[src/rtl/cpu_ctrl_pkg.sv]
// Shared encodings for the simple-cpu control sequencer: step states, opcodes,
// instruction field positions and opcode classification helpers.
package cpu_ctrl_pkg;

  typedef enum logic [2:0] {
    S_IDLE = 3'd0,
    S_T0   = 3'd1,
    S_T1   = 3'd2,
    S_T2   = 3'd3,
    S_T3   = 3'd4,
    S_T4   = 3'd5,
    S_T5   = 3'd6,
    S_T6   = 3'd7
  } state_t;

  localparam int OPC_MSB = 31;
  localparam int OPC_LSB = 27;
  localparam int RA_MSB  = 26;
  localparam int RA_LSB  = 23;
  localparam int RB_MSB  = 22;
  localparam int RB_LSB  = 19;
  localparam int RC_MSB  = 18;
  localparam int RC_LSB  = 15;

  localparam logic [4:0] OP_ADD  = 5'b00011;
  localparam logic [4:0] OP_SUB  = 5'b00100;
  localparam logic [4:0] OP_AND  = 5'b00101;
  localparam logic [4:0] OP_OR   = 5'b00110;
  localparam logic [4:0] OP_ROR  = 5'b00111;
  localparam logic [4:0] OP_ROL  = 5'b01000;
  localparam logic [4:0] OP_SHR  = 5'b01001;
  localparam logic [4:0] OP_SHRA = 5'b01010;
  localparam logic [4:0] OP_SHL  = 5'b01011;
  localparam logic [4:0] OP_NEG  = 5'b01100;
  localparam logic [4:0] OP_NOT  = 5'b01101;
  localparam logic [4:0] OP_MUL  = 5'b01111;
  localparam logic [4:0] OP_DIV  = 5'b10000;

  function automatic logic is_two_result(input logic [4:0] opcode);
    return (opcode == OP_MUL) || (opcode == OP_DIV);
  endfunction

  function automatic logic is_legal_op(input logic [4:0] opcode);
    case (opcode)
      OP_ADD, OP_SUB, OP_AND, OP_OR, OP_ROR, OP_ROL, OP_SHR, OP_SHRA,
      OP_SHL, OP_NEG, OP_NOT, OP_MUL, OP_DIV: return 1'b1;
      default: return 1'b0;
    endcase
  endfunction

endpackage

[src/rtl/alu_step_sequencer_if.sv]
// Control bundle between the step sequencer (master) and the datapath side (slave).
interface alu_step_sequencer_if #(
  parameter int NUM_REGS = 16,
  parameter int OP_WIDTH = 5
);
  import cpu_ctrl_pkg::*;

  // start is a level request, sampled only in IDLE and in the final step;
  // done pulses one cycle in that final step, err pulses one cycle in T3.
  logic                start;
  logic                mem_ready;
  logic [31:0]         instr;
  logic                PCout, MARin, IncPC, Zin, PCin, Read, MDRin, MDRout;
  logic                IRin, Yin, Zlowout, Zhighout, LOin, HIin;
  logic [NUM_REGS-1:0] Rout;
  logic [NUM_REGS-1:0] Rin;
  logic [OP_WIDTH-1:0] operation;
  logic                busy, done, err;
  state_t              dbg_state;

  modport master (
    input  start, mem_ready, instr,
    output PCout, MARin, IncPC, Zin, PCin, Read, MDRin, MDRout,
    output IRin, Yin, Zlowout, Zhighout, LOin, HIin,
    output Rout, Rin, operation, busy, done, err, dbg_state
  );

  modport slave (
    output start, mem_ready, instr,
    input  PCout, MARin, IncPC, Zin, PCin, Read, MDRin, MDRout,
    input  IRin, Yin, Zlowout, Zhighout, LOin, HIin,
    input  Rout, Rin, operation, busy, done, err, dbg_state
  );

endinterface

[src/rtl/reg_onehot_decoder.sv]
// Register index to one-hot select; indices beyond NUM_REGS decode to all zeros.
module reg_onehot_decoder #(
  parameter int NUM_REGS = 16
) (
  input  logic [3:0]          idx,
  input  logic                en,
  output logic [NUM_REGS-1:0] onehot
);

  always_comb begin
    onehot = '0;
    for (int i = 0; i < NUM_REGS; i++) begin
      onehot[i] = en && (idx == 4'(i));
    end
  end

endmodule

[src/rtl/alu_step_sequencer.sv]
// Fetch/execute control-step sequencer for one R-format instruction at a time,
// with memory wait states and a two-result MUL/DIV path into HI/LO.
module alu_step_sequencer
  import cpu_ctrl_pkg::*;
#(
  parameter int NUM_REGS = 16,
  parameter int OP_WIDTH = 5
) (
  input logic                  Clock,
  input logic                  clear,
  alu_step_sequencer_if.master bus
);

  localparam logic [4:0] NREGS = 5'(NUM_REGS);

  state_t     state_q, state_d;
  logic [4:0] opc_q, opc_d;
  logic [3:0] ra_q, ra_d, rb_q, rb_d, rc_q, rc_d;
  logic       two_res, illegal;
  logic       rout_en, rin_en;
  logic [3:0] rout_sel;
  logic       unused_instr_bits;

  function automatic logic reg_ok(input logic [3:0] idx);
    return {1'b0, idx} < NREGS;
  endfunction

  assign unused_instr_bits = ^bus.instr[RC_LSB-1:0];

  // Ra is only a destination for single-result ops; MUL/DIV write HI/LO instead.
  assign two_res = is_two_result(opc_q);
  assign illegal = !is_legal_op(opc_q) || !reg_ok(rb_q) || !reg_ok(rc_q) ||
                   (!two_res && !reg_ok(ra_q));

  always_comb begin
    state_d = state_q;
    opc_d   = opc_q;
    ra_d    = ra_q;
    rb_d    = rb_q;
    rc_d    = rc_q;
    case (state_q)
      S_IDLE: if (bus.start) state_d = S_T0;
      S_T0:   state_d = S_T1;
      S_T1:   if (bus.mem_ready) state_d = S_T2;
      S_T2: begin
        state_d = S_T3;
        opc_d   = bus.instr[OPC_MSB:OPC_LSB];
        ra_d    = bus.instr[RA_MSB:RA_LSB];
        rb_d    = bus.instr[RB_MSB:RB_LSB];
        rc_d    = bus.instr[RC_MSB:RC_LSB];
      end
      S_T3:   state_d = illegal ? S_IDLE : S_T4;
      S_T4:   state_d = S_T5;
      S_T5: begin
        if (two_res)        state_d = S_T6;
        else if (bus.start) state_d = S_T0;
        else                state_d = S_IDLE;
      end
      S_T6:   state_d = bus.start ? S_T0 : S_IDLE;
      default: state_d = S_IDLE;
    endcase
  end

  always_ff @(posedge Clock) begin
    if (clear) begin
      state_q <= S_IDLE;
      opc_q   <= '0;
      ra_q    <= '0;
      rb_q    <= '0;
      rc_q    <= '0;
    end else begin
      state_q <= state_d;
      opc_q   <= opc_d;
      ra_q    <= ra_d;
      rb_q    <= rb_d;
      rc_q    <= rc_d;
    end
  end

  // Strobes are forced low while clear is high so an abort never leaks a write.
  always_comb begin
    bus.PCout     = 1'b0;
    bus.MARin     = 1'b0;
    bus.IncPC     = 1'b0;
    bus.Zin       = 1'b0;
    bus.PCin      = 1'b0;
    bus.Read      = 1'b0;
    bus.MDRin     = 1'b0;
    bus.MDRout    = 1'b0;
    bus.IRin      = 1'b0;
    bus.Yin       = 1'b0;
    bus.Zlowout   = 1'b0;
    bus.Zhighout  = 1'b0;
    bus.LOin      = 1'b0;
    bus.HIin      = 1'b0;
    bus.operation = '0;
    bus.busy      = 1'b0;
    bus.done      = 1'b0;
    bus.err       = 1'b0;
    rout_en       = 1'b0;
    rin_en        = 1'b0;
    if (!clear) begin
      bus.busy = (state_q != S_IDLE);
      case (state_q)
        S_T0: begin
          bus.PCout = 1'b1;
          bus.MARin = 1'b1;
          bus.IncPC = 1'b1;
          bus.Zin   = 1'b1;
        end
        S_T1: begin
          bus.Zlowout = 1'b1;
          bus.Read    = 1'b1;
          bus.MDRin   = 1'b1;
          bus.PCin    = bus.mem_ready;
        end
        S_T2: begin
          bus.MDRout = 1'b1;
          bus.IRin   = 1'b1;
        end
        S_T3: begin
          bus.err = illegal;
          bus.Yin = !illegal;
          rout_en = !illegal;
        end
        S_T4: begin
          rout_en       = 1'b1;
          bus.Zin       = 1'b1;
          bus.operation = OP_WIDTH'(opc_q);
        end
        S_T5: begin
          bus.Zlowout = 1'b1;
          bus.LOin    = two_res;
          rin_en      = !two_res;
          bus.done    = !two_res;
        end
        S_T6: begin
          bus.Zhighout = 1'b1;
          bus.HIin     = 1'b1;
          bus.done     = 1'b1;
        end
        default: ;
      endcase
    end
  end

  assign rout_sel      = (state_q == S_T3) ? rb_q : rc_q;
  assign bus.dbg_state = state_q;

  reg_onehot_decoder #(.NUM_REGS(NUM_REGS)) u_rout_dec (
    .idx    (rout_sel),
    .en     (rout_en),
    .onehot (bus.Rout)
  );

  reg_onehot_decoder #(.NUM_REGS(NUM_REGS)) u_rin_dec (
    .idx    (ra_q),
    .en     (rin_en),
    .onehot (bus.Rin)
  );

endmodule

[src/flat_wrapper.sv]
// flat-port wrapper written by rule: the top's interface ports become plain ports
module alu_step_sequencer_flat import cpu_ctrl_pkg::*;
#(
  parameter int NUM_REGS = 16,
  parameter int OP_WIDTH = 5
)
  (Clock, clear, bus_start, bus_mem_ready, bus_instr, bus_PCout, bus_MARin, bus_IncPC, bus_Zin, bus_PCin, bus_Read, bus_MDRin, bus_MDRout, bus_IRin, bus_Yin, bus_Zlowout, bus_Zhighout, bus_LOin, bus_HIin, bus_Rout, bus_Rin, bus_operation, bus_busy, bus_done, bus_err, bus_dbg_state);
  alu_step_sequencer_if #(.NUM_REGS(NUM_REGS), .OP_WIDTH(OP_WIDTH)) bus_i ();
  input logic Clock;
  input logic clear;
  input wire logic [$bits(bus_i.start)-1:0] bus_start;
  input wire logic [$bits(bus_i.mem_ready)-1:0] bus_mem_ready;
  input wire logic [$bits(bus_i.instr)-1:0] bus_instr;
  output wire logic [$bits(bus_i.PCout)-1:0] bus_PCout;
  output wire logic [$bits(bus_i.MARin)-1:0] bus_MARin;
  output wire logic [$bits(bus_i.IncPC)-1:0] bus_IncPC;
  output wire logic [$bits(bus_i.Zin)-1:0] bus_Zin;
  output wire logic [$bits(bus_i.PCin)-1:0] bus_PCin;
  output wire logic [$bits(bus_i.Read)-1:0] bus_Read;
  output wire logic [$bits(bus_i.MDRin)-1:0] bus_MDRin;
  output wire logic [$bits(bus_i.MDRout)-1:0] bus_MDRout;
  output wire logic [$bits(bus_i.IRin)-1:0] bus_IRin;
  output wire logic [$bits(bus_i.Yin)-1:0] bus_Yin;
  output wire logic [$bits(bus_i.Zlowout)-1:0] bus_Zlowout;
  output wire logic [$bits(bus_i.Zhighout)-1:0] bus_Zhighout;
  output wire logic [$bits(bus_i.LOin)-1:0] bus_LOin;
  output wire logic [$bits(bus_i.HIin)-1:0] bus_HIin;
  output wire logic [$bits(bus_i.Rout)-1:0] bus_Rout;
  output wire logic [$bits(bus_i.Rin)-1:0] bus_Rin;
  output wire logic [$bits(bus_i.operation)-1:0] bus_operation;
  output wire logic [$bits(bus_i.busy)-1:0] bus_busy;
  output wire logic [$bits(bus_i.done)-1:0] bus_done;
  output wire logic [$bits(bus_i.err)-1:0] bus_err;
  output wire logic [$bits(bus_i.dbg_state)-1:0] bus_dbg_state;
  assign bus_i.start = bus_start;
  assign bus_i.mem_ready = bus_mem_ready;
  assign bus_i.instr = bus_instr;
  assign bus_PCout = bus_i.PCout;
  assign bus_MARin = bus_i.MARin;
  assign bus_IncPC = bus_i.IncPC;
  assign bus_Zin = bus_i.Zin;
  assign bus_PCin = bus_i.PCin;
  assign bus_Read = bus_i.Read;
  assign bus_MDRin = bus_i.MDRin;
  assign bus_MDRout = bus_i.MDRout;
  assign bus_IRin = bus_i.IRin;
  assign bus_Yin = bus_i.Yin;
  assign bus_Zlowout = bus_i.Zlowout;
  assign bus_Zhighout = bus_i.Zhighout;
  assign bus_LOin = bus_i.LOin;
  assign bus_HIin = bus_i.HIin;
  assign bus_Rout = bus_i.Rout;
  assign bus_Rin = bus_i.Rin;
  assign bus_operation = bus_i.operation;
  assign bus_busy = bus_i.busy;
  assign bus_done = bus_i.done;
  assign bus_err = bus_i.err;
  assign bus_dbg_state = bus_i.dbg_state;
  alu_step_sequencer #(.NUM_REGS(NUM_REGS), .OP_WIDTH(OP_WIDTH)) u_core (.Clock(Clock), .clear(clear), .bus(bus_i));
endmodule
[config.mk]
export PLATFORM = sky130hd
export DESIGN_NAME = alu_step_sequencer_flat
export DESIGN_NICKNAME = d
export VERILOG_FILES = /design/src/rtl/cpu_ctrl_pkg.sv /design/src/rtl/alu_step_sequencer_if.sv /design/src/rtl/reg_onehot_decoder.sv /design/src/rtl/alu_step_sequencer.sv /design/src/flat_wrapper.sv
export SDC_FILE = /design/constraint.sdc
export NUM_CORES = 1
export LEC_CHECK = 0
export CORE_MARGIN = 3
export CORE_UTILIZATION = 39
export CTS_BUF_LIST = sky130_fd_sc_hd__clkbuf_2
export CTS_CLUSTER_SIZE = 25
export DETAILED_ROUTE_END_ITERATION = 12
export HOLD_SLACK_MARGIN = 0.05
export PLACE_DENSITY_LB_ADDON = 0.08
export SYNTH_ARGS = -nofsm -noshare
export SYNTH_HDL_FRONTEND = slang
export SYNTH_HIERARCHICAL = 1
export SYNTH_SLANG_ARGS = --single-unit
[constraint.sdc]
create_clock -name Clock -period 3.2 [get_ports Clock]
set_input_delay 0.32 -clock Clock [delete_from_list [all_inputs] [get_ports Clock]]
set_output_delay 0.32 -clock Clock [all_outputs]
set_load 0.01 [all_outputs]
After elaboration in Yosys (flattened, before gate mapping)
Memory sizes are Yosys's and may differ from the RTL's. A register that Yosys moved wholly into a read port is not among the register bits.
Cells that the tools add are included.

word-level totals
  register bits after elaboration = 20
  ROM bits = 32
  input port bits = 36
  output and inout bits = 57
  word-level logic and storage cells = 127
  memories = 1

cells by class
  equality and inequality tests = 41
  muxes and demuxes = 38
  reduce and logical (&&, ||, !) cells = 42

memory list
  memory            words  width  rd ports  clocked after Yosys merged registers in  write ports  RTL line            RTL
  (name not given)  32     1      1         1                                        0            cpu_ctrl_pkg.sv:44  case (opcode)

operators by type and width
  cell                                                             count
  4-bit == test, second input constant                             16
  4-bit by 3-bit == test with 1-bit output, second input constant  8
  1-bit logical AND                                                32
  1-bit two-way mux                                                26
  3-bit one-hot mux with 8 select lines                            1
  5-bit two-way mux                                                4
  4-bit by 2-bit == test with 1-bit output, second input constant  4
  3-bit == test, second input constant                             4
  3-bit two-way mux                                                4
  4-bit by 1-bit == test with 1-bit output, second input constant  2
  4-bit logical NOT                                                2
  3-bit by 2-bit == test with 1-bit output, second input constant  2
  5-bit by 4-bit == test with 1-bit output, second input constant  1
  5-bit == test, second input constant                             1
  4-bit two-way mux                                                1
  2-bit != test, second input constant                             2
  1-bit one-hot mux with 2 select lines                            2
  2-bit OR reduction                                               2
  3-bit by 1-bit == test with 1-bit output, second input constant  1
  3-bit logical NOT                                                1
  3-bit nonzero test                                               1
  1-bit logical NOT                                                2
  2-bit AND reduction                                              1
  1-bit logical OR                                                 1

Depth between registers and ports, before layout
  word-level depth = 6
  gate-level depth with buffers = 7

By module
Netlist, hierarchy kept.

modules (own cells, without submodules)
  module              times used  cells an instance  area an instance (µm²)
  alu_step_sequencer  1           153                1138.6
  reg_onehot_decoder  2           23                 117.6

Worst setup path before layout
Ideal clock, no wire load.

  path type = register to output
  start point = reg u_core.state_q[1] (netlist: u_core/bus.dbg_state[1])
  end point = out bus_Rout[0]
  arrival = 1.694 ns
  data required time = 2.880 ns
  slack = 1.186 ns
  cell stages (with the launch flop) = 7
  path buffers = 1
  cell sequence = dfxtp_1 buf_6 nor2_1 nand2_1 mux2_2 or3b_4 nor3_2

on the way
  word-level cells in the longest chain between the ends = 4
  elaborated cells on any way between the ends = 7

RTL lines
  item                    RTL line                   RTL
  start, declared         alu_step_sequencer.sv:16   state_t state_q, state_d;
  start signal, assigned  alu_step_sequencer.sv:72   state_q <= state_d;
  3-bit == test           alu_step_sequencer.sv:147  assign rout_sel = (state_q == S_T3) ? rb_q : rc_q;
  4-bit two-way mux       alu_step_sequencer.sv:147
  via u_core.rout_sel[2]  alu_step_sequencer.sv:21   logic [3:0] rout_sel;
  4-bit logical NOT       reg_onehot_decoder.sv:13   onehot[i] = en && (idx == 4'(i));
  1-bit logical AND       reg_onehot_decoder.sv:13
  end, declared           flat_wrapper.sv:28         output wire logic [$bits(bus_i.Rout)-1:0] bus_Rout;

The timed path passes the listed nets, and every way through them passes these cells.

Worst setup path in the final report
  start point = reg u_core.state_q[2] (netlist: u_core/bus.dbg_state[2])
  end point = out bus_Rout[0]

Same word-level chain as after synthesis.

==> flow_summary.json <==
{
  "crit_slowest_cell": "dfxtp_1",
  "numPortBuffers": 77,
  "drt_first_pass_iters": 4,
  "hp-class": "register to register",
  "async_flop_share_pct": 0,
  "synth_edf_count": 0,
  "dieArea_sq_um": 4270,
  "cts_buffer_depth": 2,
  "detail-route-antenna-nets": 0,
  "cts-root-buf": "clkbuf_2",
  "crit_type": "register to primary output",
  "power_density_nw_per_um2": 272,
  "fin_setup_tns_ns": 0,
  "leakage_uw": 0.000749,
  "cts_buffers": 3,
  "multi_input_area_sq_um": 852,
  "timing.final.max_slew_violations": 0,
  "dp.cells": 311,
  "crit_cells": 5,
  "post_cts_buffers": 0,
  "rows": 20,
  "layout.nets": 308,
  "ir_drop_v": 0.000313,
  "initial_core_util_pct": 42.9,
  "gp_congestion": 0.740,
  "drive_above_1_share_pct": 8.12,
  "cts_hold_buf": 0,
  "min_to": "u_core/rc_q[3]",
  "min_path_cells": 2,
  "skew_ns": 0.00593,
  "period_minus_slack_ns": 3.02,
  "register_area_sq_um": 422,
  "syn_area_per_cell_sq_um": 6.90,
  "core_area_sq_um": 3200,
  "cts_sinks": 21,
  "grt_pass1_vias": 1407,
  "wl_per_cell_um": 12.3,
  "vias_per_cell": 4.98,
  "start_kind": "register",
  "relSlewSlack_pct": 70.8,
  "hold_viol": 0,
  "clock.fmax_ghz": 0.331,
  "ys.flop_type": "dfxtp_1",
  "route.vias.total": 1568,
  "r2r_end": "u_core/bus.dbg_state[0]",
  "ys_seq_elements": 21,
  "dp_hpwl_mm": 3.11,
  "setup_viol": 0,
  "drc": 0,
  "cp-end-kind": "primary output",
  "regToRegSetupSlack_ns": 1.58,
  "stdcell_count": 315,
  "period_share_pct": 94.4,
  "timing.rr.start": "u_core/opc_q[2]",
  "antenna_found_initial": 0,
  "rsz0062_at_grt": "false",
  "outcome": "completed",
  "yosysSeqAreaShare_pct": 30.6,
  "yosys_warnings": 6,
  "min_from": "u_core/rc_q[3]",
  "grt_max_degree": 20,
  "grt_usage_pct": 17.9,
  "die_w_um": 65.4,
  "worstPathRequired_ns": 2.88,
  "syn2layout_area_growth_pct": 57.6,
  "cpPeakStageDelay_ns": 0.63,
  "worst-path-buf-inv": 1,
  "grt_pass1_wl_mm": 6.26,
  "syn_inst": 199,
  "ff2ff_path_depth": 4,
  "worst_pin_slew_ns": 0.437,
  "die_h_um": 65.4,
  "clock_latency_ns": 0.32,
  "synth.cell_area_sq_um": 1370,
  "maxCapViolCount": 0,
  "h-tree-depth": 1,
  "syn_nets": 235,
  "cts_tree": "done",
  "p_total_uw": 588,
  "path_max_fanout": 15,
  "nFillCells": 317,
  "gr-total-overflow": 0,
  "io_pins": 93,
  "clk_pin_slew_ns": 0.19,
  "antenna_cells": 0,
  "crit_chain": "nand2_1, mux2_2, or3b_4, nor3_2, clkdlybuf4s50_1",
  "wl_mm": 3.89,
  "critical_path.top_delay_family": "simple AND/OR/NAND/NOR gates",
  "drt-initial-drc-count": 79,
  "critPathArrivalTime_ns": 2.70,
  "synth_cell_types": 34
}
layout make-up:
class,instances,area share [%]
Clock inverter,1,0.231
Clock buffer,3,0.694
Timing Repair Buffer,82,37.3
Tap cell,44,2.54
Multi-Input combinational cell,162,39.4
Inverter,2,0.347
Sequential cell,21,19.5
power by group:
part,total (uW),leakage [uW],internal (uW),switching (uW)
sequential,299,0.000170,278,20.5
clock,106,0.0000164,28.3,78.0
combinational,183,0.000562,96.2,87.2
total,588,0.000749,403,186
registers in the layout, indices dropped and copies added (netlist names), named ones only:
| name | cells |
|---|---|
| u_core/rb_q | 4 |
| u_core/bus.dbg_state | 3 |
| u_core/opc_q | 5 |
| u_core/rc_q | 4 |
| u_core/ra_q | 4 |
cell usage after synthesis (3+ instances only):
cell type,count,area share (%)
nand2_1,41,11
nor2_1,34,9.3
a21oi_1,25,9.1
dfxtp_1,21,31
nor3_1,9,3.3
nand2b_1,7,3.2
clkbuf_1,6,1.6
and3_1,5,2.3
buf_4,5,2.7
nand3b_1,5,2.7
mux2_2,4,3.3
nor2b_1,4,1.8
buf_6,3,2.5
nand3_1,3,1.1
cells in the final DEF, fill, tap and decap left out, types with 2 or more instances in the layout:
cell,count
dfxtp_1,20
clkbuf_2,3
nor2_1,34
nand2_1,41
mux2_2,4
a21oi_1,25
clkdlybuf4s50_1,77
nand3_1,3
o21ai_0,2
nor2b_1,4
o22a_1,2
a31oi_1,2
or3b_4,2
and3_2,2
buf_4,5
nand3b_1,5
and3_1,5
nor3_1,9
nor3_2,2
nand2b_1,7
inv_1,2
worst register-to-register path, stage by stage (launching register included):
cell and delay, ns:
dfxtp_1 0.39, or4b_1 0.54, o22a_1 0.27, or2_1 0.25, a21oi_1 0.12
how the worst max path moves through the flow:
| stage | start | end | slack [ns] |
|---|---|---|---|
| finish | u_core/bus.dbg_state[2] | bus_Rout[0] | 0.18 |
| global route | u_core/bus.dbg_state[2] | bus_Rout[0] | 0.01 |
| CTS | u_core/bus.dbg_state[1] | bus_Rout[0] | 0.1 |
| detailed placement | clear | bus_Rout[0] | 0.38 |
| global placement | clear | bus_Rin[0] | 0.44 |
| floorplan | u_core/bus.dbg_state[1] | bus_Rout[0] | 1.19 |
cell families after synthesis:
logic type | count (synthesis) | synth area share, %
muxes | 5 | 4.01
DFF | 21 | 30.6
buffers and inverters | 16 | 7.38
AOI/OAI and AO/OA | 34 | 13.8
and+or+nand+nor | 121 | 42.9
xor gates and xnor gates | 2 | 1.28
routing by layer:
layer	up-vias	track usage [%]	wire length [um]
met1	712	19.9	1630
li1	811	-	-
met4	0	2.33	9
met5	-	0	0
met2	43	35.3	2040
met3	2	3.76	213
through the flow:
step	setup slack (ns)	area (sq um)	hold WS, ns	util, %
detailed placement	0.376	2140	0.447	66.9
global route	0.0103	2160	0.498	67.6
global placement	0.443	2140	0.440	66.9
finish	0.180	2160	0.471	67.6
floorplan	1.19	1370	0.433	-
CTS	0.0977	2160	0.469	67.5
repair_timing:
| item | CTS | global route |
|---|---|---|
| resized for setup | 0 | 1 |
| setup endpoints to repair | 0 | 1 |
| hold endpoints to repair | 0 | 0 |
(Power assumes the default switching activity.)
